[config.mk]
export PLATFORM = sky130hd
export DESIGN_NAME = fetch_stage
export DESIGN_NICKNAME = d
export VERILOG_FILES = /design/src/rtl/fetch_stage.sv
export SDC_FILE = /design/constraint.sdc
export NUM_CORES = 1
export LEC_CHECK = 0
export CAP_MARGIN = 20
export CORE_ASPECT_RATIO = 0.9
export CORE_MARGIN = 2
export CORE_UTILIZATION = 35
export DETAILED_ROUTE_END_ITERATION = 7
export PLACE_DENSITY = 0.64
export SLEW_MARGIN = 20
export SYNTH_ARGS = -nofsm -noshare
export SYNTH_HDL_FRONTEND = slang
export SYNTH_SLANG_ARGS = --single-unit
[constraint.sdc]
create_clock -name clk -period 7.25 [get_ports clk]
set_input_delay 0.725 -clock clk [delete_from_list [all_inputs] [get_ports clk]]
set_output_delay 0.725 -clock clk [all_outputs]
set_load 0.02 [all_outputs]
[src/rtl/fetch_stage.sv]
// MIPS instruction fetch stage with IF/ID pipeline register.
// One outstanding memory request at a time; a one-word skid buffer absorbs data that arrives during a stall.
module fetch_stage #(
    parameter logic [31:0] RESET_PC  = 32'h0000_0000,
    parameter logic [31:0] NOP_INSTR = 32'h0000_0000
) (
    input  logic        clk,
    input  logic        rst,
    output logic        imem_req,
    output logic [31:0] imem_addr,
    input  logic        imem_gnt,
    input  logic        imem_rvalid,
    input  logic [31:0] imem_rdata,
    input  logic        stall,
    input  logic        redirect,
    input  logic [31:0] redirect_pc,
    output logic        if_id_valid,
    output logic [31:0] if_id_instr,
    output logic [31:0] if_id_pc4,
    output logic [5:0]  opcode
);

    typedef enum logic [1:0] {StReq, StWait, StSkid} state_e;

    state_e      state_q, state_d;
    logic [31:0] pc_q, pc_d;
    logic [31:0] req_pc_q, req_pc_d;
    logic        drop_q, drop_d;
    logic [31:0] skid_instr_q, skid_instr_d;
    logic [31:0] skid_pc4_q, skid_pc4_d;
    logic        valid_q, valid_d;
    logic [31:0] instr_q, instr_d;
    logic [31:0] pc4_q, pc4_d;

    always_ff @(posedge clk or posedge rst) begin
        if (rst) begin
            state_q      <= StReq;
            pc_q         <= RESET_PC;
            req_pc_q     <= RESET_PC;
            drop_q       <= 1'b0;
            skid_instr_q <= NOP_INSTR;
            skid_pc4_q   <= 32'h0;
            valid_q      <= 1'b0;
            instr_q      <= NOP_INSTR;
            pc4_q        <= 32'h0;
        end else begin
            state_q      <= state_d;
            pc_q         <= pc_d;
            req_pc_q     <= req_pc_d;
            drop_q       <= drop_d;
            skid_instr_q <= skid_instr_d;
            skid_pc4_q   <= skid_pc4_d;
            valid_q      <= valid_d;
            instr_q      <= instr_d;
            pc4_q        <= pc4_d;
        end
    end

    always_comb begin
        state_d      = state_q;
        pc_d         = pc_q;
        req_pc_d     = req_pc_q;
        drop_d       = drop_q;
        skid_instr_d = skid_instr_q;
        skid_pc4_d   = skid_pc4_q;
        valid_d      = valid_q;
        instr_d      = instr_q;
        pc4_d        = pc4_q;

        unique case (state_q)
            StReq: begin
                if (imem_gnt) begin
                    req_pc_d = pc_q;
                    pc_d     = pc_q + 32'd4;
                    state_d  = StWait;
                end
            end
            StWait: begin
                if (imem_rvalid) begin
                    if (drop_q) begin
                        drop_d  = 1'b0;
                        state_d = StReq;
                    end else if (!stall) begin
                        valid_d = 1'b1;
                        instr_d = imem_rdata;
                        pc4_d   = req_pc_q + 32'd4;
                        state_d = StReq;
                    end else begin
                        skid_instr_d = imem_rdata;
                        skid_pc4_d   = req_pc_q + 32'd4;
                        state_d      = StSkid;
                    end
                end
            end
            StSkid: begin
                if (!stall) begin
                    valid_d = 1'b1;
                    instr_d = skid_instr_q;
                    pc4_d   = skid_pc4_q;
                    state_d = StReq;
                end
            end
            default: state_d = StReq;
        endcase

        // Redirect overrides everything; a request already accepted must have its data dropped.
        if (redirect) begin
            valid_d = 1'b0;
            instr_d = NOP_INSTR;
            pc_d    = redirect_pc;
            drop_d  = 1'b0;
            state_d = StReq;
            if ((state_q == StWait && !imem_rvalid) || (state_q == StReq && imem_gnt)) begin
                drop_d  = 1'b1;
                state_d = StWait;
            end
        end
    end

    assign imem_req    = (state_q == StReq) && !rst;
    assign imem_addr   = pc_q;
    assign if_id_valid = valid_q;
    assign if_id_instr = instr_q;
    assign if_id_pc4   = pc4_q;
    assign opcode      = instr_q[31:26];

endmodule

# ---- After elaboration in Yosys (flattened, before gate mapping)
# Index checks and enable logic that the tools add are counted.
dict set report op_classes {
  eq_ne 11
  bitwise_logic 1
  reduce_logical 21
  mux 31
  n_addsub 2
}
# op count
set op_table {}
lappend op_table {{$mux 32} 12}
lappend op_table {{$pmux 32 s2} 2}
lappend op_table {{$add 32x3->32 const B} 2}
lappend op_table {{$ne 3x3->1 const B} 5}
lappend op_table {{$mux 2} 6}
lappend op_table {{$reduce_and 5->1} 2}
lappend op_table {{$reduce_bool 2->1} 5}
lappend op_table {{$mux 1} 9}
lappend op_table {{$ne 2x2->1 const B} 4}
lappend op_table {{$pmux 2 s3} 1}
lappend op_table {{$reduce_and 2->1} 3}
lappend op_table {{$reduce_and 3->1} 2}
lappend op_table {{$reduce_and 4->1} 1}
lappend op_table {{$logic_and 1x1->1} 3}
lappend op_table {{$reduce_bool 3->1} 1}
lappend op_table {{$eq 2x1->1 const B} 1}
lappend op_table {{$eq 2x2->1 const B} 1}
lappend op_table {{$logic_not 1->1} 2}
lappend op_table {{$logic_not 2->1} 1}
lappend op_table {{$pmux 1 s2} 1}
lappend op_table {{$logic_or 1x1->1} 1}
lappend op_table {{$not 1->1} 1}
dict set report totals {
  regBits 196
  elab_cells 75
  output_inout_bits 104
  input_bits 70
}

# ---- Longest topological paths before layout
dict set report depth {
  depth_word 5
  mapped_depth 8
  depth_no_buf 6
}

# ---- Least setup slack after synthesis
# Ideal clock, no wire load.
dict set report synth_timing {
  path_type {in2reg}
  start {input imem_rvalid}
  end {register skid_instr_q[0]}
  arrival_time_ns 1.904
  setup_slack_ns 5.221
  t_required_ns 7.125
  path_stages 5
  path_buffers 2
  setup_time_ns 0.125
  cell_sequence {and4bb_2 > nand2_1 > clkbuf_1 > buf_2 > mux2_2}
}
dict set report synth_between {
  elab_chain_len 1
}
# element line
set synth_rtl {}
lappend synth_rtl {{start: declaration} 12} ;# input logic imem_rvalid,
lappend synth_rtl {{$reduce_and 4->1 (no source line)} n/a}
lappend synth_rtl {{end signal: assignment} 51} ;# skid_instr_q <= skid_instr_d;
lappend synth_rtl {{end: declaration} 29} ;# logic [31:0] skid_instr_q, skid_instr_d;
# Every way passes these cells.
# A chain may end at the register's enable or synchronous reset.

# ---- Worst setup path after layout
dict set report layout_timing {
  start {register state_q[1]}
  end {register instr_q[5] (netlist: if_id_instr[5])}
}
dict set report layout_between {
  elab_chain_len 3
  elab_cells_between_ends 10
  classes_between {eq/ne (6); mux (2); reduce/logical (2)}
}
# element line
set layout_rtl {}
lappend layout_rtl {{start: declaration} 25} ;# state_e state_q, state_d;
lappend layout_rtl {{start signal: assignment} 37} ;# state_q <= StReq;
lappend layout_rtl {{start signal: assignment} 47} ;# state_q <= state_d;
lappend layout_rtl {{$eq 2x1->1 or $eq 2x2->1 (tied branches)} 70} ;# unique case (state_q)
lappend layout_rtl {{$ne 3x3->1 (no source line) (tied with other cells)} n/a}
lappend layout_rtl {{$reduce_and 5->1 (no source line) or $mux 32 (tied branches)} n/a}
lappend layout_rtl {{end signal: assignment} 54} ;# instr_q <= instr_d;
lappend layout_rtl {{end: declaration} 32} ;# logic [31:0] instr_q, instr_d;
# Parallel ways exist; a longest one is shown, timed or not.

==> metrics.log <==
[metrics] first-pass GRT wire length: between 30,000 and 40,000 um
[metrics] final setup fails: 0
[metrics] Hold Path Class: reg -> reg
[metrics] portion of the clock cycle consumed by the worst path in the final layout: 45.15%
[metrics] buffers inserted during post-CTS setup optimization: 0
[metrics] number of inserted diodes: 0
[metrics] sequential share of the synthesized area: 54.96%
[metrics] leftover overflow at the end of global routing: 0
[metrics] DRC violations left: 0
[metrics] cell area power density: 304.3 nW/um^2
[metrics] detail-routed net length per standard cell: 16.32 um
[metrics] number of standard cells after synthesis: 860
[metrics] hold-fix buffers at CTS: 0
[metrics] clock-pin transition on the worst setup and hold timing paths: 0.08 ns
[metrics] CTS tree: built
[metrics] Hold Vio Cnt, Final: 0
[metrics] initial core utilization: 35.53%
[metrics] PostCTS Resize Cnt: 0
[metrics] Pre-antenna DRT Iters: 5
[metrics] number of buffers on the longest clock path: 2
[metrics] design area: 11,480 um^2
[metrics] largest driver fanout on the critical path: 69
[metrics] vertical die dimension: 155.5 um
[metrics] synthesized area per cell: 10.38 um^2
[metrics] clock tree root buffer cell: clkbuf_16
[metrics] share of Yosys cell area claimed by the top area cell type: 54.96%
[metrics] growth of design area from synthesis to finish: 28.68%
[metrics] largest net degree at the start of global routing: approximately 120
[metrics] Synthesis Warnings: 0
[metrics] number of buffer cells added on primary ports: 173
[metrics] setup repair after global routing missed its margin: no
[metrics] width of the die: 172.3 um
[metrics] IR drop worst, VDD: 0.1651 mV
[metrics] Skew-Pair Late Insertion Delay: 0.44 ns
[metrics] final net count: 1,072
[metrics] ANT nets after route: 0
[metrics] placed standard-cell area: 10,910 um^2
[metrics] global placer's final weighted congestion: 0.8155
[metrics] Post-Syn Nets: 932
[metrics] ratio of cells with drive above 1 in the final layout: approximately 13%
[metrics] max-slew violation count: 0
[metrics] library cell occupying the most area in the post-synthesis netlist: dfrtp_1
[metrics] H-Tree Level Count: 4
[metrics] number of global-route vias before repair: 6,529
[metrics] CTS Buf Count: 17
[metrics] row cnt: 55
[metrics] flip-flop and latch count after synthesis: between 150 and 200
[metrics] slew margin rel.: 29.53%
[metrics] clock net sink count: 196
[metrics] Leakage: around 4.7 nW
[metrics] initial antenna violation count: 0
[metrics] # Max-Cap Violations: 0
[metrics] final cell utilization of the core: 45.72%
[metrics] post-synthesis instance area: 8925 um^2
[metrics] Std-Cell Core Area: approximately 25,000 um^2
[metrics] initial DRC count: 432
[metrics] leading cell type in the layout, fill and taps excluded: dfrtp_1
[metrics] vias after detailed routing: 6,729
[metrics] most frequent cells in the layout: dfrtp_1, clkdlybuf4s50_1, nand2_1, mux2_2, o21ai_0
[metrics] via-per-instance ratio: 4.966
[metrics] top achievable clock speed: 305.5 MHz
[metrics] data arrival time of the critical path: 3.60 ns
[metrics] post-layout minimum cycle time: 3.274 ns
[metrics] startpoint type of the worst setup path: flop
[metrics] worst-margin pin slew: ~1.0 ns
[metrics] Global Route Usage Sum: 17.05%
[metrics] post-synth cell types: 40
[metrics] required time reported for the critical path endpoint: 7.58 ns
[metrics] result of the run: complete, no violations
[metrics] dominant cells by area after synthesis: dfrtp_1, mux2_2, nand2_1
[metrics] worst setup skew after layout: 0.01316 ns
[metrics] hpwl dp: 14,680 um
[metrics] area enclosed by the die boundary: 26,790 um^2
[metrics] io pins: 174
[metrics] total negative setup slack: 0 ns
[metrics] category of the most critical setup path: reg -> reg
[metrics] WL final: approximately 22,000 um
[metrics] kind of end point of the critical path: flop
metal layers:
layer / up-vias / routed length, um / GRT usage, %
met4: 0 / 283 / 5.002
met3: 16 / 960 / 2.951
met2: 156 / 9918 / 25.09
met5: - / 0 / 0
met1: 3277 / 10960 / 25.66
li1: 3280 / - / -
worst max-delay path, stage by stage (launching register included):
cell and delay [ns]:
dfrtp_1 0.51, nor2b_4 0.19, buf_4 0.60, nor2_1 0.20, nor2_4 0.57, buf_4 0.67, nor2_1 0.09, a311oi_1 0.28
sequential cells by signal, indices dropped and copies added, names as in the netlist:
register / cells
skid_instr_q: 32
if_id_instr: 32
imem_addr: 32
req_pc_q: 32
state_q: 2
if_id_valid: 1
if_id_pc4: 32
skid_pc4_q: 32
drop_q: 1
where the power goes:
group	leakage, nW	switching [W]	internal [W]
combinational	1.95	0.000457	0.000469
sequential	2.44	0.000233	0.00141
clock	0.287	0.000463	0.000468
total	4.68	0.00115	0.00234
logic make-up after synthesis:
logic type,after synthesis,share of synthesized area [%]
AOI/OAI and AO/OA,144,9.772
xor gates and xnor gates,56,5.496
adders and majority gates,2,0.2803
buffers and inverters,66,3.126
DFF,196,54.96
muxes,79,9.926
and+or+nand+nor,317,16.44
layout make-up:
| class | instances | area (um^2) |
|---|---|---|
| Clock buffer | 18 | 439.2 |
| Clock inverter | 14 | 133.9 |
| Fill cell | 2330 | 13630 |
| Inverter | 7 | 33.78 |
| Multi-Input combinational cell | 598 | 3766 |
| Sequential cell | 196 | 4905 |
| Tap cell | 342 | 427.9 |
| Timing Repair Buffer | 180 | 1779 |
worst paths after layout:
| check | startpoint | to | slack [ns] | depth (start not counted) |
|---|---|---|---|---|
| max in group asynchronous | rst | if_id_pc4[26]$_DFFE_PP0P_ | 4.84 | 3 |
| worst max-delay path | state_q[1]$_DFFE_PP0P_ | if_id_instr[5]$_DFFE_PP0P_ | 3.98 | 7 |
| min in group asynchronous | rst | imem_addr[4]$_DFFE_PP0P_ | 0.91 | 2 |
| worst min-delay path | skid_pc4_q[24]$_DFFE_PP0P_ | skid_pc4_q[24]$_DFFE_PP0P_ | 0.48 | 2 |
| worst max register to register | state_q[1]$_DFFE_PP0P_ | if_id_instr[5]$_DFFE_PP0P_ | 3.98 | 7 |
| worst min register to register | skid_pc4_q[24]$_DFFE_PP0P_ | skid_pc4_q[24]$_DFFE_PP0P_ | 0.48 | 2 |
stage by stage:
step | total power, W | instances | hold slack (ns) | setup WS (ns)
after floorplan | 0.002151 | 860 | 0.4434 | 1.184
after global placement | 0.002565 | 1323 | 0.4593 | 3.866
after detailed placement | 0.002594 | 1323 | 0.4681 | 3.774
after CTS | 0.003529 | 1355 | 0.4865 | 3.931
after global routing | 0.003699 | 1355 | 0.5020 | 3.676
final | 0.003495 | 1355 | 0.4810 | 3.976
cells in the mapped netlist (all sizes together):
cell       n
nor4       3
xnor2     16
nor3b      2
and3       3
mux2      76
a31oi      3
a311oi    32
buf       17
o211ai     4
inv        7
and4      10
and4bb     1
ha         2
o22ai     10
o21a       1
o21bai     1
or3        4
nand3     23
mux2i      3
a21oi     18
or4        3
nand4bb    1
or2        2
nor2      71
clkbuf    42
nand2    155
nor2b      1
nand2b     1
nor3      10
and2       4
dfrtp    196
xor2      40
nand4     23
o21ai     75
No activity file was read; power rests on OpenSTA's default activity.
